[config.mk]
export PLATFORM = sky130hd
export DESIGN_NAME = pipe_hazard_ctrl
export DESIGN_NICKNAME = d
export VERILOG_FILES = /design/src/rtl/pipe_hazard_ctrl.sv
export SDC_FILE = /design/constraint.sdc
export NUM_CORES = 1
export LEC_CHECK = 0
export CAP_MARGIN = 0
export CORE_MARGIN = 1
export CORE_UTILIZATION = 30
export CTS_BUF_LIST = sky130_fd_sc_hd__clkbuf_4
export CTS_CLUSTER_SIZE = 24
export DETAILED_ROUTE_END_ITERATION = 10
export PLACE_DENSITY = 0.72
export SLEW_MARGIN = 20
export SYNTH_ARGS = -nofsm -noshare
export SYNTH_HDL_FRONTEND = slang
export SYNTH_SLANG_ARGS = --single-unit
[constraint.sdc]
create_clock -name clk -period 4.2 [get_ports clk]
set_input_delay 0.84 -clock clk [delete_from_list [all_inputs] [get_ports clk]]
set_output_delay 0.84 -clock clk [all_outputs]
set_load 0.02 [all_outputs]
[src/rtl/pipe_hazard_ctrl.sv]
// Hazard, forwarding and memory-wait control for the 5-stage SCPU pipeline.
// Optional saturating performance counters are enabled with `define HZD_PERF_CNT_EN.
module pipe_hazard_ctrl #(
  parameter int MEM_TIMEOUT = 16,
  parameter int CNT_W       = 32
) (
  input  logic             clk,
  input  logic             rstn,
  input  logic [4:0]       id_rs1_addr,
  input  logic [4:0]       id_rs2_addr,
  input  logic             id_uses_rs1,
  input  logic             id_uses_rs2,
  input  logic [4:0]       ex_rs1_addr,
  input  logic [4:0]       ex_rs2_addr,
  input  logic [4:0]       ex_rd_addr,
  input  logic             ex_mem_read,
  input  logic             ex_branch_taken,
  input  logic [4:0]       mem_rd_addr,
  input  logic             mem_reg_write,
  input  logic [4:0]       wb_rd_addr,
  input  logic             wb_reg_write,
  input  logic             dmem_req,
  input  logic             dmem_ack,
  output logic             pc_stall,
  output logic             ifid_stall,
  output logic             ifid_flush,
  output logic             idex_stall,
  output logic             idex_flush,
  output logic             exmem_stall,
  output logic             memwb_flush,
  output logic [1:0]       fwd_a,
  output logic [1:0]       fwd_b,
  output logic             mem_err,
  output logic [1:0]       dbg_state
`ifdef HZD_PERF_CNT_EN
  ,
  output logic [CNT_W-1:0] perf_stall_cnt,
  output logic [CNT_W-1:0] perf_flush_cnt
`endif
);

  localparam int CW = (MEM_TIMEOUT > 2) ? $clog2(MEM_TIMEOUT) : 1;
  localparam logic [CW-1:0] WAIT_LAST = CW'(MEM_TIMEOUT - 1);

  typedef enum logic [1:0] {
    ST_RUN      = 2'd0,
    ST_MEM_WAIT = 2'd1,
    ST_ERR      = 2'd2
  } state_t;

  state_t        r_state;
  state_t        w_next_state;
  logic [CW-1:0] r_wait_cnt;
  logic          r_mem_err;

  logic       w_mem_stall;
  logic       w_load_use;
  logic       w_pc_stall;
  logic       w_ifid_stall;
  logic       w_ifid_flush;
  logic       w_idex_stall;
  logic       w_idex_flush;
  logic       w_exmem_stall;
  logic       w_memwb_flush;
  logic [1:0] w_fwd_a;
  logic [1:0] w_fwd_b;

  always_ff @(posedge clk or negedge rstn) begin
    if (!rstn) begin
      r_state    <= ST_RUN;
      r_wait_cnt <= '0;
      r_mem_err  <= 1'b0;
    end else begin
      r_state <= w_next_state;
      if (r_state == ST_RUN && w_next_state == ST_MEM_WAIT)
        r_wait_cnt <= '0;
      else if (r_state == ST_MEM_WAIT && !dmem_ack)
        r_wait_cnt <= r_wait_cnt + 1'b1;
      if (r_state == ST_MEM_WAIT && w_next_state == ST_ERR)
        r_mem_err <= 1'b1;
    end
  end

  always_comb begin
    w_next_state = r_state;
    case (r_state)
      ST_RUN:      if (dmem_req && !dmem_ack) w_next_state = ST_MEM_WAIT;
      ST_MEM_WAIT: begin
        if (dmem_ack)                      w_next_state = ST_RUN;
        else if (r_wait_cnt == WAIT_LAST)  w_next_state = ST_ERR;
      end
      ST_ERR:      w_next_state = ST_ERR;
      default:     w_next_state = ST_RUN;
    endcase
  end

  // The ack cycle itself is not stalled: the access completes and the pipe advances.
  assign w_mem_stall = (r_state == ST_RUN      && dmem_req && !dmem_ack) ||
                       (r_state == ST_MEM_WAIT && !dmem_ack) ||
                       (r_state == ST_ERR);

  assign w_load_use = ex_mem_read && (ex_rd_addr != 5'd0) &&
                      ((id_uses_rs1 && id_rs1_addr == ex_rd_addr) ||
                       (id_uses_rs2 && id_rs2_addr == ex_rd_addr));

  always_comb begin
    w_pc_stall    = 1'b0;
    w_ifid_stall  = 1'b0;
    w_ifid_flush  = 1'b0;
    w_idex_stall  = 1'b0;
    w_idex_flush  = 1'b0;
    w_exmem_stall = 1'b0;
    w_memwb_flush = 1'b0;
    if (w_mem_stall) begin
      w_pc_stall    = 1'b1;
      w_ifid_stall  = 1'b1;
      w_idex_stall  = 1'b1;
      w_exmem_stall = 1'b1;
      w_memwb_flush = 1'b1;
    end else if (ex_branch_taken) begin
      w_ifid_flush = 1'b1;
      w_idex_flush = 1'b1;
    end else if (w_load_use) begin
      w_pc_stall   = 1'b1;
      w_ifid_stall = 1'b1;
      w_idex_flush = 1'b1;
    end
  end

  always_comb begin
    w_fwd_a = 2'b00;
    w_fwd_b = 2'b00;
    if (mem_reg_write && mem_rd_addr != 5'd0 && mem_rd_addr == ex_rs1_addr)
      w_fwd_a = 2'b10;
    else if (wb_reg_write && wb_rd_addr != 5'd0 && wb_rd_addr == ex_rs1_addr)
      w_fwd_a = 2'b01;
    if (mem_reg_write && mem_rd_addr != 5'd0 && mem_rd_addr == ex_rs2_addr)
      w_fwd_b = 2'b10;
    else if (wb_reg_write && wb_rd_addr != 5'd0 && wb_rd_addr == ex_rs2_addr)
      w_fwd_b = 2'b01;
  end

  // Combinational outputs are forced low while reset is held.
  assign pc_stall    = w_pc_stall    & rstn;
  assign ifid_stall  = w_ifid_stall  & rstn;
  assign ifid_flush  = w_ifid_flush  & rstn;
  assign idex_stall  = w_idex_stall  & rstn;
  assign idex_flush  = w_idex_flush  & rstn;
  assign exmem_stall = w_exmem_stall & rstn;
  assign memwb_flush = w_memwb_flush & rstn;
  assign fwd_a       = w_fwd_a & {2{rstn}};
  assign fwd_b       = w_fwd_b & {2{rstn}};
  assign mem_err     = r_mem_err;
  assign dbg_state   = r_state;

`ifdef HZD_PERF_CNT_EN
  logic [CNT_W-1:0] r_perf_stall_cnt;
  logic [CNT_W-1:0] r_perf_flush_cnt;

  always_ff @(posedge clk or negedge rstn) begin
    if (!rstn) begin
      r_perf_stall_cnt <= '0;
      r_perf_flush_cnt <= '0;
    end else begin
      if (w_pc_stall && r_perf_stall_cnt != {CNT_W{1'b1}})
        r_perf_stall_cnt <= r_perf_stall_cnt + 1'b1;
      if (w_ifid_flush && r_perf_flush_cnt != {CNT_W{1'b1}})
        r_perf_flush_cnt <= r_perf_flush_cnt + 1'b1;
    end
  end

  assign perf_stall_cnt = r_perf_stall_cnt;
  assign perf_flush_cnt = r_perf_flush_cnt;
`endif

endmodule

==> impl_metrics.json <==
{
  "totalWireLength_um": 2320,
  "grt_use_total": 0.175,
  "max_freq_ghz": 0.259,
  "pin_count": 59,
  "wl_per_cell_um": 12.7,
  "maxCapViolations": 0,
  "rsz0062_at_grt": "false",
  "clk_latency_ps": 250,
  "maxSlewViolCount": 0,
  "p_comb_frac": 0.457,
  "multi_input_area_um2": 588,
  "portBuffers": 58,
  "p_seq_frac": 0.312,
  "final_cell_mix": "clkdlybuf4s50_1, xor2_1, xnor2_1",
  "ys_ff_latch": 7,
  "grt-ovfl-total": 0,
  "area_delta_synth_final_pct": 80.4,
  "crit_type": "primary input to output pin",
  "num_vias": 866,
  "cts_setup_buffers": 0,
  "synth_cell_type_count": 32,
  "clock_power_share": 0.231,
  "viasPerCell": 4.76,
  "fin_crit_ps": 3860,
  "ant_nets": 0,
  "peakVddDrop_mv": 0.200,
  "num_rows": 18,
  "antenna_found_initial": 0,
  "crit_chain": "clkdlybuf4s50_1, xor2_1, nor4_1, a32oi_1, o41ai_1, clkdlybuf4s50_1",
  "netSwitchingFraction": 0.309,
  "internal-power_mw": 0.201,
  "period_share": 0.920,
  "nFillCells": 232,
  "die-area_um2": 2870,
  "place.detailed.hpwl_um": 2120,
  "synth.top_cell.area_share": 0.242,
  "globalplace.congestion": 0.770,
  "leakage_nw": 0.571,
  "cp_max_fo": 3,
  "status": "finished clean",
  "tns_ps": 0,
  "yosys-top-cells-area": "xor2_1, dfrtp_1, xnor2_1, nor4_1, buf_4",
  "synth.largest_area_cell": "xor2_1",
  "skew_ps": 0.336,
  "synth_warnings": 0,
  "worstMarginPinSlew_ps": 810,
  "hp-class": "flop to flop",
  "placedCellCount": 178,
  "antenna_cells": 0,
  "powerDensity_nw_per_um2": 203,
  "critPathMaxStageDelay_ps": 680,
  "setup_viol_count_final": 0,
  "cts_resized": 0,
  "cp-start-kind": "primary input",
  "path_clk_slew_ps": 50,
  "endpoint_kind": "output pin",
  "cts_tree": "done",
  "max_slew_margin": 0.453,
  "cts_root_buffer": "clkbuf_4",
  "syn_nets": 137,
  "die_x_um": 53.5,
  "final_hold_viol_count": 0,
  "nNetsFinal": 199,
  "final_common_cell": "clkdlybuf4s50_1",
  "regArea_um2": 175,
  "cp.arrival_ps": 3020,
  "slowest_stage": "clkdlybuf4s50_1",
  "numCtsBuffers": 3,
  "grt_pass1_wl_um": 3570,
  "die_y_um": 53.5,
  "synth_seq_area_share": 0.220,
  "drt_iter0_drc": 2,
  "cts.path.max_buffers": 2,
  "p_sw_mw": 0.0900,
  "grt_pass1_vias": 817,
  "cts_max_level": 1,
  "dr.pass1.iters": 2,
  "syn-cell-area_um2": 797,
  "layout-drive-gt1-share": 0.0789,
  "hold_buffers": 0,
  "cts.sinks": 7,
  "drc": 0,
  "postSynthCellCount": 91,
  "crit_top_cell": "clkdlybuf4s50_1",
  "core_area_um2": 2500,
  "start_util": 0.319,
  "crit_required_ps": 3360,
  "stdcell_count": 182,
  "grt_max_degree": 8,
  "syn_area_per_cell_um2": 8.76
}
==> cell families after synthesis <==
logic type / synth area share
simple gates: 0.261
compound gates: 0.0864
flops: 0.220
fa+ha+maj: 0.0157
mux: 0.0126
buf+inv: 0.0424
xor+xnor: 0.363
==> Yosys cell counts <==
cell type,instances
o21ai_0,1
nor4_1,4
o41ai_1,1
o21ai_2,1
ha_1,1
nor3_1,2
or4_1,3
nor2_1,6
inv_1,3
a21o_1,1
o22ai_1,1
or4_4,1
nor3b_2,1
nand2_1,3
buf_4,3
and2_0,1
o311ai_0,1
o31ai_1,1
nand2b_1,3
and2_1,1
xor2_1,22
o211ai_1,1
xnor2_1,11
or2_2,1
and2_2,1
mux2i_1,1
nand4_1,1
nor4_2,1
nor4b_1,1
nand3_1,4
dfrtp_1,7
a32oi_1,1
==> power by group through the flow <==
stage	sequential, mW	combinational, mW	clock, mW
after floorplan	0.0910	0.0609	0
after global placement	0.0913	0.131	0
after detailed placement	0.0927	0.134	0
after CTS	0.0916	0.135	0.0704
after global routing	0.0937	0.147	0.0729
final	0.0909	0.133	0.0674
==> layer usage <==
metal | wire, um | GRT usage
met5 | 0 | 0
met4 | 28 | 0.0789
met3 | 85 | 0.0226
met2 | 1270 | 0.333
met1 | 932 | 0.190
==> critical path, delay by kind of cell <==
family          cells  cell delay, ps
compound gates      2             570
xor+xnor            1             180
buf+inv             2            1140
simple gates        1             290
==> layout make-up <==
class / instances / area share
repair buffers: 60 / 0.414
well taps: 30 / 0.0261
inverters: 3 / 0.00783
flip-flops and latches: 7 / 0.122
clock buffers: 4 / 0.0209
multi-input cells: 78 / 0.409
==> state kept, by name, summed over array words and instances, names as in the netlist <==
name / flops
dbg_state: 2
mem_err: 1
r_wait_cnt: 4
==> final timing paths <==
| kind | slack (ps) | from | end | cells after the start |
|---|---|---|---|---|
| max | 340 | ex_rd_addr[3] | pc_stall | 6 |
| min | 460 | mem_err$_DFFE_PN0P_ | mem_err$_DFFE_PN0P_ | 1 |
| max reg2reg | 2760 | dbg_state[1]$_DFF_PN0_ | r_wait_cnt[1]$_DFFE_PN0P_ | 2 |
| min reg2reg | 460 | mem_err$_DFFE_PN0P_ | mem_err$_DFFE_PN0P_ | 1 |
| max in group asynchronous | 3150 | rstn | dbg_state[0]$_DFF_PN0_ | 2 |
| min in group asynchronous | 940 | rstn | r_wait_cnt[2]$_DFFE_PN0P_ | 2 |
==> per-stage QoR <==
step | area [um2] | hold WS (ps) | setup slack (ps) | total power [mW] | util
finish | 1440 | 463 | 336 | 0.291 | 0.575
global route | 1440 | 484 | 171 | 0.313 | 0.575
CTS | 1440 | 468 | 316 | 0.297 | 0.575
detailed placement | 1410 | 457 | 316 | 0.227 | 0.563
global placement | 1410 | 451 | 328 | 0.222 | 0.563
floorplan | 797 | 504 | 824 | 0.152 | -
Power figures use the tool's default switching activity.
